==> config.mk <==
export PLATFORM = sky130hd
export DESIGN_NAME = fifo_sync_param
export DESIGN_NICKNAME = d
export VERILOG_FILES = /design/src/rtl/fifo_sync_param.sv
export SDC_FILE = /design/constraint.sdc
export NUM_CORES = 1
export LEC_CHECK = 0
export ABC_CLOCK_PERIOD_IN_PS = 3400
export CORE_MARGIN = 4
export CORE_UTILIZATION = 50
export DETAILED_ROUTE_END_ITERATION = 7
export GPL_TIMING_DRIVEN = 0
export PLACE_DENSITY = 0.68
export SYNTH_ARGS = -nofsm -noshare
export SYNTH_HDL_FRONTEND = slang
export SYNTH_SLANG_ARGS = --single-unit
==> constraint.sdc <==
create_clock -name clk -period 3.4 [get_ports clk]
set_input_delay 0.34 -clock clk [delete_from_list [all_inputs] [get_ports clk]]
set_output_delay 0.34 -clock clk [all_outputs]
set_load 0.01 [all_outputs]
==> src/rtl/fifo_sync_param.sv <==
// fifo_sync_param
// ----------------------------------------------------------------------------
// Parametrised single-clock synchronous FIFO with registered read data.
// All DEPTH entries are usable: the pointers carry one extra wrap bit, which
// tells "full" apart from "empty" when the index bits are equal.
//
// Ports:
//   clk           clock, all state updates on the rising edge
//   rst           synchronous active-high reset
//   wr_e          write request
//   wr_data       write data word (DATA_W bits)
//   rd_e          read request
//   rd_data       registered read data, updated only when a read is accepted
//   rd_valid      rd_data holds a newly popped word this cycle
//   full          occupancy == DEPTH
//   empty         occupancy == 0
//   almost_full   occupancy >= AF_LEVEL
//   almost_empty  occupancy <= AE_LEVEL
//   count         current occupancy, 0..DEPTH (AW+1 bits)
//   overflow      sticky, set when a write request is rejected
//   underflow     sticky, set when a read request is rejected
// ----------------------------------------------------------------------------
module fifo_sync_param #(
  parameter int DATA_W   = 8,
  parameter int DEPTH    = 16,
  parameter int AF_LEVEL = DEPTH - 2,
  parameter int AE_LEVEL = 2
) (
  input  logic                     clk,
  input  logic                     rst,
  input  logic                     wr_e,
  input  logic [DATA_W-1:0]        wr_data,
  input  logic                     rd_e,
  output logic [DATA_W-1:0]        rd_data,
  output logic                     rd_valid,
  output logic                     full,
  output logic                     empty,
  output logic                     almost_full,
  output logic                     almost_empty,
  output logic [$clog2(DEPTH):0]   count,
  output logic                     overflow,
  output logic                     underflow
);

  localparam int AW = $clog2(DEPTH);

  localparam logic [AW:0] PTR_ONE   = (AW+1)'(1);
  localparam logic [AW:0] AF_THRESH = (AW+1)'(AF_LEVEL);
  localparam logic [AW:0] AE_THRESH = (AW+1)'(AE_LEVEL);

  logic [DATA_W-1:0] mem [DEPTH];

  logic [AW:0] wr_ptr;
  logic [AW:0] rd_ptr;
  logic        rd_acc;
  logic        wr_acc;

  // Status flags all come straight from the pointers, so they describe the
  // state left behind by the most recent edge.
  assign count        = wr_ptr - rd_ptr;
  assign empty        = (wr_ptr == rd_ptr);
  assign full         = (wr_ptr[AW-1:0] == rd_ptr[AW-1:0]) &&
                        (wr_ptr[AW] != rd_ptr[AW]);
  assign almost_full  = (count >= AF_THRESH);
  assign almost_empty = (count <= AE_THRESH);

  // A read frees a slot in the same edge, so a write against a full FIFO
  // still goes in when it is paired with an accepted read. There is no
  // fall-through: a read against an empty FIFO is rejected even if a write
  // arrives in the same cycle.
  assign rd_acc = rd_e & ~empty;
  assign wr_acc = wr_e & (~full | rd_acc);

  // Storage has no reset so it can map onto distributed RAM; writes are
  // suppressed during reset so in-flight data is simply dropped.
  always_ff @(posedge clk) begin
    if (wr_acc && !rst) begin
      mem[wr_ptr[AW-1:0]] <= wr_data;
    end
  end

  always_ff @(posedge clk) begin
    if (rst) begin
      wr_ptr    <= '0;
      rd_ptr    <= '0;
      rd_data   <= '0;
      rd_valid  <= 1'b0;
      overflow  <= 1'b0;
      underflow <= 1'b0;
    end else begin
      if (wr_acc) begin
        wr_ptr <= wr_ptr + PTR_ONE;
      end
      if (rd_acc) begin
        rd_data  <= mem[rd_ptr[AW-1:0]];
        rd_valid <= 1'b1;
        rd_ptr   <= rd_ptr + PTR_ONE;
      end else begin
        rd_valid <= 1'b0;
      end
      if (wr_e && !wr_acc) begin
        overflow <= 1'b1;
      end
      if (rd_e && !rd_acc) begin
        underflow <= 1'b1;
      end
    end
  end

endmodule

**After elaboration in Yosys (flattened, before gate mapping)**

Memory sizes are Yosys's and may differ from the RTL's. A register that Yosys moved wholly into a read port is not among the register bits.
Index checks and enable logic that the tools add are counted.

- Register bits: 13
- Bits in writable memories: 128
- Bits of input ports: 12
- Word-level logic and storage cells: 29
- Memories: 1

- Add/subtract/negate cells: 3
- Magnitude comparators: 2
- Equality and inequality tests: 3
- Mux-type cells: 3
- Bitwise gates (word level): 5
- Reduce and logical (&&, ||, !) cells: 7

Memory list:

| memory | words | bits a word | read ports | clocked after Yosys merged registers in | write ports | RTL line | RTL |
|---|---|---|---|---|---|---|---|
| mem | 16 | 8 | 1 | 1 | 1 | 51 | `logic [DATA_W-1:0] mem [DEPTH];` |

Operators with widths:

| kind | number |
|---|---|
| adder 5 x 1 -> 5 bit (second input constant) | 2 |
| equality test 5 bit | 1 |
| >= comparator 5 x 4 -> 1 bit (second input constant) | 1 |
| <= comparator 5 x 2 -> 1 bit (second input constant) | 1 |
| subtractor 5 bit | 1 |
| equality test 4 bit | 1 |
| logical AND 1 bit | 4 |
| logical NOT 1 bit | 3 |
| 2-to-1 mux 1 bit | 3 |
| bitwise AND 1 bit | 2 |
| NOT 1 bit | 2 |
| inequality test 1 bit | 1 |
| OR 1 bit | 1 |

**Logic depth before layout (Yosys ltp)**

- Depth in word-level cells: 8
- Mapped depth: 9

**Least setup slack after synthesis**

No wires, ideal clock.

- Path kind: reg2reg
- Start: register rd_ptr[2]
- End: memory mem[0][0] (enable)
- Library setup time: 0.383 ns
- Arrival time: 2.593 ns
- Slack: 0.424 ns
- Stages on the path, launching flop included: 9
- Cell sequence: dfxtp_1 -> buf_2 -> clkbuf_1 -> inv_1 -> ha_1 -> and4_1 -> a311oi_1 -> nand2_1 -> nor3_1

- Word-level cells in the longest chain between the ends: 8

Ends and longest elaborated chain:

| item | RTL line | RTL |
|---|---|---|
| from (decl) | 54 | `logic [AW:0] rd_ptr;` |
| from (signal assigned) | 97 | `rd_ptr <= rd_ptr + PTR_ONE;` |
| equality test 5 bit / equality test 4 bit (equally long branches) | 61, 62 |  |
| NOT 1 bit / logical AND 1 bit (equally long branches) | 71, 62 |  |
| bitwise AND 1 bit / NOT 1 bit (equally long branches) | 71, 72 |  |
| OR 1 bit * | 72 | `assign wr_acc = wr_e & (~full \| rd_acc);` |
| bitwise AND 1 bit * | 72 |  |
| logical AND 1 bit * | 77 | `if (wr_acc && !rst) begin` |
| 2-to-1 mux 1 bit * | 77 |  |
| 2-to-1 mux 1 bit (implied by the code) * | 78 | `mem[wr_ptr[AW-1:0]] <= wr_data;` |
| to (decl) | 51 |  |

Every way passes the cells marked *; elsewhere a longest branch is shown, timed or not.

**Worst setup path after layout**

- Start: register rd_ptr[1]
- End: output almost_empty

- Word-level cells in the longest chain between the ends: 2

Ends and longest elaborated chain:

| item | RTL line | RTL |
|---|---|---|
| subtractor 5 bit | 60 | `assign count = wr_ptr - rd_ptr;` |
| <= comparator 5 x 2 -> 1 bit | 65 | `assign almost_empty = (count <= AE_THRESH);` |
| to (decl) | 39 | `output logic almost_empty,` |

Every way passes these cells.

==> metrics.txt <==
DIE HEIGHT=118 um; DR vias=3528; max incr delay on CP=0.58 ns; area delta synth->final=20.4%; critical path's slowest cell=clkdlybuf4s50_1; # placed instances=564; Final min period=3.29 ns; initial core utilization=0.509; Post-Syn Area per Cell=~16 um^2; Lkg Pwr=2.30 nW; Reg area=between 4000 and 5000 um^2; final cell count without fillers=594; final antenna-violating net count=0; vias in the first global route=between 3000 and 4000; unrepaired setup endpoints after global routing=no; Synth Area in Adders=0.0218; initial antenna violation count=0; final setup fails=0; CP startpoint kind=flop; Nets=457; Overall Global Routing Usage=0.200; Worst Path Max Fanout=19; type of the worst setup path=flop to primary output; drt first pass iters=7; CTS Sinks=between 100 and 150; CP arrival=2.95 ns; Placeable Area=~12000 um^2; Setup TNS=0 ns; worst hold path type=flop to flop; wire per inst=between 20 and 25 um; Die ar.=14000 um^2; CTS Hold Bufs=0; share of cells above drive strength 1=0.170; DP HPWL=8.78 mm; register bit total from synthesis=149; total I/O pin count=32; hold depth=2; relative slew slack=0.494; first-pass GRT wire length=20.5 mm; vias per cell=5.94; clock slew at reported path FFs=0.06 ns; Synth Area in Compound Gates=0.0746; root buffer cell=clkbuf_16; Final Skew=0.00419 ns; crit end category=primary output; Synthesized Nets=408; DR DRC count=0; Port Buffers=31; max_cap viols=0; CTS tree=done; crit-path cells=buf_12 -> inv_1 -> ha_1 -> nor2b_1 -> o21a_1 -> or3_1 -> a211oi_1 -> clkdlybuf4s50_1; Fill cells=864; Final Hold Viols=0; Slew @ Worst Pin=0.757 ns; pin count of the biggest net entering global routing=20; diodes inserted=0; Finished Core Util=0.613; PD cells=646 nW/um^2; Distinct cells, synth=45; Async SR Flop Fraction=0; Synth Warn #=0; Worst EP required=3.06 ns; worst slack, placed=-0.639 ns; GP Congestion=0.807; GRT overflow=0; Max Slew Vio Count=0; Mapped Cells=386; sequential cell area fraction in the yosys report=0.700; worst skew pair latency=0.41 ns; FMAX=a little over 300 MHz; R2R depth=9; drt initial violations=between 200 and 300; wire length reported by the detailed router=between 10 and 15 mm; CTS Buffer Depth=2; post-synthesis xor/xnor area fraction=0.0154; Tcrit/Tclk final=0.968; Synth Area in Simple Gates=0.0540; row cnt=40; H-Tree Level Count=4; Die W=118 um; status=finished clean; EDFF count, synth=between 100 and 150; ys flop type=edfxtp_1; VDD IR max=290 uV; Mapped Area=~6100 um^2; multi-input gate area in the final layout=1770 um^2; Num CTS Buffers=17; final setup margin=approximately 0.11 ns; mux share of post-synthesis cell area=0.110; main combinational cell family by area after synthesis=multiplexers
==> cells in the mapped netlist, drive strengths merged (5+ instances only) <==
library cell | instances | area [um^2]
a211oi | 9 | 67.6
a21oi | 7 | 46.3
a221oi | 8 | 70.1
buf | 14 | 83.8
dfxtp | 21 | 420
edfxtp | 128 | 3840
ha | 9 | 113
inv | 10 | 37.5
mux2i | 49 | 490
mux4 | 8 | 180
nand2 | 7 | 26.3
nor2 | 32 | 120
nor3 | 12 | 60.1
o21ai | 13 | 68.8
o22ai | 16 | 100
xnor2 | 5 | 51.3
==> worst max-delay path, delay by kind of cell, from the launching register on <==
family,cells,cell delay (ns)
DFF,1,0.40
adders and majority gates,1,0.32
and+or+nand+nor,2,0.49
AOI/OAI and AO/OA,2,0.43
buffers and inverters,3,0.89
==> cell type report <==
class / instances / area share
Sequential cell: 149 / 0.581
Multi-Input combinational cell: 208 / 0.241
Clock buffer: 19 / 0.0590
Timing Repair Buffer: 32 / 0.0450
Clock inverter: 12 / 0.0278
Tap cell: 147 / 0.0251
Buffer: 17 / 0.0153
Inverter: 10 / 0.00512
==> path summary, 6_finish.rpt <==
path | start | to | slack, ns
max | rd_ptr[1] | almost_empty | 0.11
min | underflow | underflow | 0.48
max reg2reg | rd_ptr[3] | mem[0][1] | 0.22
min reg2reg | underflow | underflow | 0.48
==> registers in the layout (all words and copies together) (netlist names) <==
register / cells
mem: 128
overflow: 1
rd_data: 8
rd_ptr: 5
rd_valid: 1
underflow: 1
wr_ptr: 5
==> logic make-up (layout without fill, tap and decap cells) <==
family	Yosys count	after routing
DFF	149	149
and+or+nand+nor	69	69
AOI/OAI and AO/OA	63	63
muxes	57	57
buffers and inverters	29	90
adders and majority gates	10	10
xor gates and xnor gates	9	9
==> layer usage <==
| layer | share of wire | GRT usage |
|---|---|---|
| met1 | 0.43 | 0.261 |
| met2 | 0.48 | 0.313 |
| met3 | 0.056 | 0.0464 |
| met4 | 0.034 | 0.102 |
| met5 | 0 | 0 |
==> stage by stage <==
step / power, mW / hold slack (ns) / cell area, um^2
floorplan: 2.48 / 0.413 / 6090
global placement: 2.75 / 0.450 / 6590
detailed placement: 2.77 / 0.473 / 6590
CTS: 4.77 / 0.488 / 7310
global route: 4.90 / 0.520 / 7340
finish: 4.74 / 0.484 / 7340
==> power by group <==
group,leakage [nW],internal (mW),switching (mW),total (mW)
clock,0.300,1.30,0.701,2.00
combinational,0.674,0.312,0.372,0.685
sequential,1.33,2.03,0.0272,2.06
total,2.30,3.64,1.10,4.74
==> layout by cell type (no fill, tap or decap), drive strengths merged, types with 7 or more instances in the layout <==
cell           count
a211oi             9
a21oi              7
a221oi             8
buf               14
clkbuf            22
clkdlybuf4s50     31
dfxtp             21
edfxtp           128
ha                 9
inv               11
mux2i             49
mux4               8
nand2              7
nor2              32
nor3              12
o21ai             13
o22ai             16
==> timing repair <==
action	in CTS	in global routing
gates resized for setup	27	1
endpoints found under the setup margin	132	16
pin swaps	0	1
setup buffers	0	1
(Power assumes the default switching activity.)
